<file path="src/rtl/mem_wb_stage.sv">
// mem_wb_stage: MEM/WB pipeline register with load-data formatting.
// Extracts and extends load bytes/halfwords from the word-aligned read data
// and drives the register-file write port / WB forwarding source.
// Optional feature macro: WB_LWLR_EN enables the LWL/LWR unaligned merges;
// when undefined, ops 6/7 are dropped as load errors and mem_rt_data is unused.
module mem_wb_stage #(
    parameter logic [31:0] RESET_PC = 32'hBFC00000
) (
    input  logic        clk,
    input  logic        rst,
    input  logic        stall,
    input  logic        flush,
    input  logic        mem_valid,
    input  logic [31:0] mem_pc,
    input  logic        mem_we,
    input  logic [4:0]  mem_waddr,
    input  logic [31:0] mem_alu_result,
    input  logic [2:0]  mem_load_op,
    input  logic [31:0] mem_rdata,
    input  logic [31:0] mem_rt_data,
    output logic [4:0]  waddr,
    output logic [31:0] wdata,
    output logic        we,
    output logic        wb_valid,
    output logic [31:0] wb_pc,
    output logic        load_err,
    output logic [31:0] instret
);

    typedef enum logic [2:0] {
        LD_NONE = 3'd0,
        LD_LB   = 3'd1,
        LD_LBU  = 3'd2,
        LD_LH   = 3'd3,
        LD_LHU  = 3'd4,
        LD_LW   = 3'd5,
        LD_LWL  = 3'd6,
        LD_LWR  = 3'd7
    } load_op_t;

    logic [1:0]  addr_lo;
    logic [7:0]  ld_byte;
    logic [15:0] ld_half;
    logic [31:0] fmt_data;
    logic        fmt_err;

    assign addr_lo = mem_alu_result[1:0];

`ifndef WB_LWLR_EN
    logic unused_rt;
    assign unused_rt = ^mem_rt_data;
`endif

    // Select the addressed byte/halfword and build the write-back value.
    always_comb begin
        ld_byte  = mem_rdata[7:0];
        ld_half  = addr_lo[1] ? mem_rdata[31:16] : mem_rdata[15:0];
        fmt_data = mem_alu_result;
        fmt_err  = 1'b0;
        case (addr_lo)
            2'd0: ld_byte = mem_rdata[7:0];
            2'd1: ld_byte = mem_rdata[15:8];
            2'd2: ld_byte = mem_rdata[23:16];
            2'd3: ld_byte = mem_rdata[31:24];
            default: ld_byte = mem_rdata[7:0];
        endcase
        case (load_op_t'(mem_load_op))
            LD_NONE: fmt_data = mem_alu_result;
            LD_LB:   fmt_data = {{24{ld_byte[7]}}, ld_byte};
            LD_LBU:  fmt_data = {24'd0, ld_byte};
            LD_LH: begin
                fmt_data = {{16{ld_half[15]}}, ld_half};
                fmt_err  = addr_lo[0];
            end
            LD_LHU: begin
                fmt_data = {16'd0, ld_half};
                fmt_err  = addr_lo[0];
            end
            LD_LW: begin
                fmt_data = mem_rdata;
                fmt_err  = (addr_lo != 2'd0);
            end
`ifdef WB_LWLR_EN
            LD_LWL: begin
                case (addr_lo)
                    2'd0: fmt_data = {mem_rdata[7:0],  mem_rt_data[23:0]};
                    2'd1: fmt_data = {mem_rdata[15:0], mem_rt_data[15:0]};
                    2'd2: fmt_data = {mem_rdata[23:0], mem_rt_data[7:0]};
                    default: fmt_data = mem_rdata;
                endcase
            end
            LD_LWR: begin
                case (addr_lo)
                    2'd0: fmt_data = mem_rdata;
                    2'd1: fmt_data = {mem_rt_data[31:24], mem_rdata[31:8]};
                    2'd2: fmt_data = {mem_rt_data[31:16], mem_rdata[31:16]};
                    default: fmt_data = {mem_rt_data[31:8], mem_rdata[31:24]};
                endcase
            end
`else
            LD_LWL, LD_LWR: begin
                fmt_data = mem_rdata;
                fmt_err  = 1'b1;
            end
`endif
            default: fmt_data = mem_alu_result;
        endcase
    end

    // WB slot register: reset > flush > stall > capture; instret survives flush.
    always_ff @(posedge clk) begin
        if (rst) begin
            waddr    <= '0;
            wdata    <= '0;
            we       <= 1'b0;
            wb_valid <= 1'b0;
            wb_pc    <= RESET_PC;
            load_err <= 1'b0;
            instret  <= '0;
        end else if (flush) begin
            waddr    <= '0;
            wdata    <= '0;
            we       <= 1'b0;
            wb_valid <= 1'b0;
            wb_pc    <= RESET_PC;
            load_err <= 1'b0;
        end else if (!stall) begin
            waddr    <= mem_waddr;
            wdata    <= fmt_data;
            we       <= mem_valid & mem_we & (mem_waddr != '0) & ~fmt_err;
            wb_valid <= mem_valid;
            wb_pc    <= mem_pc;
            load_err <= mem_valid & fmt_err;
            if (mem_valid)
                instret <= instret + 32'd1;
        end
    end

endmodule

</file>
<file path="config.mk">
export PLATFORM = sky130hd
export DESIGN_NAME = mem_wb_stage
export DESIGN_NICKNAME = d
export VERILOG_FILES = /design/src/rtl/mem_wb_stage.sv
export SDC_FILE = /design/constraint.sdc
export NUM_CORES = 1
export LEC_CHECK = 0
export ABC_CLOCK_PERIOD_IN_PS = 5400
export BUFFER_PORTS_ARGS = -buffer_cell sky130_fd_sc_hd__buf_2
export CORE_ASPECT_RATIO = 0.8
export CORE_UTILIZATION = 50
export CTS_CLUSTER_SIZE = 14
export DETAILED_ROUTE_END_ITERATION = 16
export PLACE_DENSITY = 0.86
export REMOVE_ABC_BUFFERS = 1
export SKIP_CTS_REPAIR_TIMING = 1
export SLEW_MARGIN = 20
export SYNTH_ARGS = -nofsm -noshare
export SYNTH_HDL_FRONTEND = slang
export SYNTH_SLANG_ARGS = --single-unit
</file>
<file path="constraint.sdc">
create_clock -name clk -period 5.4 [get_ports clk]
set_input_delay 0.54 -clock clk [delete_from_list [all_inputs] [get_ports clk]]
set_output_delay 0.54 -clock clk [all_outputs]
set_load 0.01 [all_outputs]
</file>
Word-level counts from Yosys, hierarchy flattened
Index checks and enable logic that the tools add are counted.

cells by class
  div/mod/pow operators = 0
  multiply operators = 0
  shift operators = 0
  reductions and logical operators = 9
  magnitude comparators = 0
  muxes and demuxes = 4
  add/subtract/negate cells = 1
  bitwise logic cells = 7
  equal/unequal tests = 10

operator list
  kind                                                              count
  32-bit one-hot mux with 6 select lines                            1
  32-bit by 1-bit adder with 32-bit output (second input constant)  1
  8-bit one-hot mux with 4 select lines                             1
  16-bit 2-to-1 mux                                                 1
  3-bit == test (second input constant)                             4
  3-bit by 2-bit == test with 1-bit output (second input constant)  2
  2-bit OR reduction                                                3
  5-bit nonzero test                                                1
  1-bit AND                                                         4
  2-bit == test (second input constant)                             2
  3-bit by 1-bit == test with 1-bit output (second input constant)  1
  3-bit logical NOT                                                 1
  1-bit NOT                                                         3
  1-bit one-hot mux with 3 select lines                             1
  3-bit AND reduction                                               1
  3-bit OR reduction                                                1
  2-bit by 1-bit == test with 1-bit output (second input constant)  1
  2-bit logical NOT                                                 1
  2-bit nonzero test                                                1

storage, ports and cells
  word-level logic and storage cells = 38
  memories = 0
  latch bits = 0
  register bits = 104
  memory bits (writable) = 0
  memory bits (read-only) = 0
  output and inout bits = 104
  bits of input ports = 142

Longest topological paths before layout
  depth in word-level cells = 5
  depth in mapped cells = 8
  depth with buffers taken out = 6

Worst setup path after synthesis
Ideal clock, no wire load.

  path kind = input-to-reg
  from = input port mem_alu_result[1]
  to = register wdata[21]
  path buffers = 2
  data required time = 5.283 ns
  stages = 7
  slack = 3.201 ns
  arrival = 2.082 ns
  library setup time = 0.117 ns
  cell sequence = buf_2 -> mux4_2 -> nor3_1 -> a21oi_1 -> o21a_1 -> clkbuf_1 -> a22o_1

between the ends
  cells in the longest elaborated chain, start to end = 3
  elaborated cells on any way between the ends = 7
  classes of those cells = eq/ne: 3; mux: 3; reduce/logical: 1

RTL lines
  what                                         line  RTL
  from (decl)                                  17    input logic [31:0] mem_alu_result,
  2-bit == test, or another cell as far along  60    case (addr_lo)
  8-bit one-hot mux with 4 select lines        60
  32-bit one-hot mux with 6 select lines *     67    case (load_op_t'(mem_load_op))
  to (signal assigned)                         129   wdata <= fmt_data;
  to (decl)                                    22    output logic [31:0] wdata,

Mark *: on every way between the ends. The rest lies on a longest branch, timed or not.
A chain may end at the register's enable or synchronous reset.

==> results <==
- The run finished with clean final reports.
- Across all setup checks in the final design, the least slack found is 2.88 ns.
- STA classifies the critical path startpoint as a primary input.
- Cells with a size suffix above 1 make up 31.4% of the layout.
- Routability-driven placement finished with a final weighted congestion of 0.890.
- The fraction of synthesis flops using an asynchronous set or reset pin is 0%.
- Once layout is complete, the utilization of the core stands at 66.5%.
- The root buffer cell is clkbuf_16.
- Summing over every cut layer, the via total after detailed routing is 5,232.
- The worst hold-check path type is primary input to flop.
- The half-perimeter wire length after placement is 11.1 mm.
- The number of global-route vias before repair was 4,737.
- The detailed-router iteration count before antenna repair is 5.
- The H-tree level count is 3.
- The hold slack is 0.422 ns.
- Yosys printed 0 warnings.
- The final-report setup violation count is 0.
- In the final timing run, aggregate negative setup slack is 0 ns.
- Before CTS, the worst setup slack after placement is 2.24 ns.
- The total grt overflow is 0.
- For the pin with the worst max-slew slack, the measured transition is 0.818 ns.
- The number of buffers inserted during clock tree synthesis is 9.
- The mean number of vias per cell is 5.61.
- In the synthesized netlist the dominant register cell turns out to be dfxtp_1.
- The gate count of the mapped netlist is 607.
- Summing all multi-input logic gate instances after layout gives 2820 um^2.
- The mean instance size in the synthesized netlist is 8.46 um^2.
- Global routing used 28.0% of the available tracks.
- The maximum vdd drop is 0.000162 V.
- The final net count is 935.
- The hold violation count in the final report is 0.
- For this design the top-level I/O count stands at 246.
- At the worst endpoint, the required time is 5.67 ns.
- The vertical extent of the die is 92.6 um.
- The internal portion of total power is 1250 uW.
- The count of final max-slew check failures came to 0.
- After synthesis, flip-flops and latches occupy 40.5% of the total area.
- The total power divided by cell area is 256 nW/um^2.
- Across the routed clock network, the largest skew measured is 0.00241 ns.
- The area inside the core boundary is 9810 um^2.
- The critical path in this run is classified as primary input to flop.
- The tightest slew margin relative to the limit is 45.0%.
- The number of buffers on the longest clock path is 2.
- The maximum number of pins on one net before global-route repair is 80.
- The register cell area after layout is 2080 um^2.
- Synthesis inferred 104 register bits.
- In this run, the clock network consumes 38.1% of the power.
- The antenna violation net count after detailed routing is 0.
- The final period demand of the worst path is 2.52 ns.
- The count of maximum capacitance violations is 0.
- The clock latency on the worst-skew pair is 0.33 ns.
- TritonCTS built the clock tree.
- Of the total power, the share spent switching nets is 25.4%.
- The clock-pin slew on the worst setup and hold paths is 0.07 ns.
- The die covers 10,700 um^2.
- Of all nets on the critical path, the largest fanout is 55.
- The count of buffers added on input and output ports is 213.
- In this run, distinct cell masters in the synthesized netlist total 53.
- The initial utilization of the core area, before any placement, comes to 52.3%.
- In the layout the commonest cells are 213 x buf_2, 104 x dfxtp_1, 86 x nor2_1.
- For this design the total switching power over the nets is 424 uW.
- The top achievable clock speed is 0.397 GHz.
- Measured along the x axis, the die boundary spans 115 um.
- The layout has 835 filler cells.
- The number of violations reported at the end of detailed-routing iteration 0 is 422.
- The library cell used most frequently in the layout, excluding fill and tap cells, is buf_2.
- For this design the static power due to leakage is 0.00297 uW.
- The number of enable flip-flop cells after synthesis is 0.
- The routed design has 15.1 mm of wire.
- The category of the worst setup path capture point is a flop.
- The average wire per cell in the routed design is 16.2 um.
- Sequential cells account for 47.7% of the total power.
- The first global-routing pass estimated 23.7 mm of wire.
- The number of placement rows is 32.
- Setup repair after global routing left no endpoint under its margin.
- The final worst-path cycle share is 46.7%.
- The total power draw is 1670 uW.
- The share of total power dissipated in combinational logic is 14.2%.
- The initial antenna violation count came to 2.
- STA puts the critical path data arrival time at 2.79 ns.
- The area growth from synthesis to layout is 27.0%.
- The number of clock sinks is 104.
- After detailed routing, the number of remaining DRC violations is 0.
- The cell area that synthesis handed to floorplanning was 5130 um^2.
==> sequential cells by signal, indices dropped and copies added, names as in the netlist <==
register,flops
we,1
wdata,32
waddr,5
load_err,1
wb_pc,32
wb_valid,1
instret,32
==> worst max-delay path, cell delays in order <==
cell and delay, ns:
buf_2 0.11, buf_4 0.63, inv_1 0.46, nor2_2 0.76
a22o_1 0.26
==> layout make-up <==
type	count	share of cell area (%)
multi-input cells	443	43.2
flip-flops and latches	104	31.9
repair buffers	217	16.8
clock buffers	10	3.51
well taps	136	2.61
inverters	17	0.979
clock inverters	5	0.902
diodes	1	0.0384
==> layer usage <==
| metal | global-route usage [%] | vias up | wire length (um) |
|---|---|---|---|
| met5 | 0 | - | 0 |
| met4 | 7.47 | 0 | 248 |
| met3 | 7.07 | 26 | 1090 |
| met2 | 47.0 | 242 | 7270 |
| met1 | 35.6 | 2437 | 6540 |
| li1 | - | 2527 | - |
==> final timing paths <==
kind | depth (start not counted) | slack, ns | to | startpoint
worst max-delay path | 5 | 2.88 | wdata[19]$_SDFFE_PP0N_ | stall
worst min-delay path | 3 | 0.42 | wb_pc[31]$_SDFFE_PP1N_ | mem_pc[31]
worst max register to register | 6 | 3.01 | instret[30]$_SDFFE_PP0P_ | instret[0]$_SDFFE_PP0P_
worst min register to register | 2 | 0.47 | wdata[3]$_SDFFE_PP0N_ | wdata[3]$_SDFFE_PP0N_
==> power groups by stage <==
stage	combinational, uW	clock [uW]	sequential (uW)
floorplan	102	0	823
global placement	226	0	813
detailed placement	234	0	814
CTS	235	651	797
global route	259	683	798
finish	238	636	797
==> cell usage after synthesis (all sizes together), types with 5 or more instances <==
cell type | number | area [um^2]
dfxtp | 104 | 2080
nor2 | 87 | 327
nand2 | 59 | 221
o21ai | 48 | 240
mux2i | 45 | 450
a21oi | 44 | 220
clkbuf | 31 | 118
inv | 17 | 63.8
xnor2 | 17 | 149
a22o | 16 | 140
nand3 | 13 | 65.1
nor3 | 13 | 65.1
buf | 12 | 55.1
nand4 | 12 | 75.1
xor2 | 10 | 87.6
a221oi | 8 | 70.1
nor4 | 8 | 50.1
mux4 | 7 | 158
and4 | 5 | 43.8
==> through the flow <==
step           instance area, um^2  instances
2_1_floorplan                 4960        564
5_1_grt                       6520        933
3_3_place_gp                  6230        917
4_1_cts                       6520        932
6_report                      6520        933
3_5_place_dp                  6230        917
==> cell families after synthesis <==
| logic type | Yosys count | synth area share, % |
|---|---|---|
| buffers and inverters | 60 | 4.61 |
| xor gates and xnor gates | 27 | 4.61 |
| muxes | 56 | 12.7 |
| DFF | 104 | 40.5 |
| AOI/OAI and AO/OA | 136 | 16.3 |
| adders and majority gates | 5 | 1.02 |
| and+or+nand+nor | 219 | 20.2 |
No activity file was read; power rests on OpenSTA's default activity.
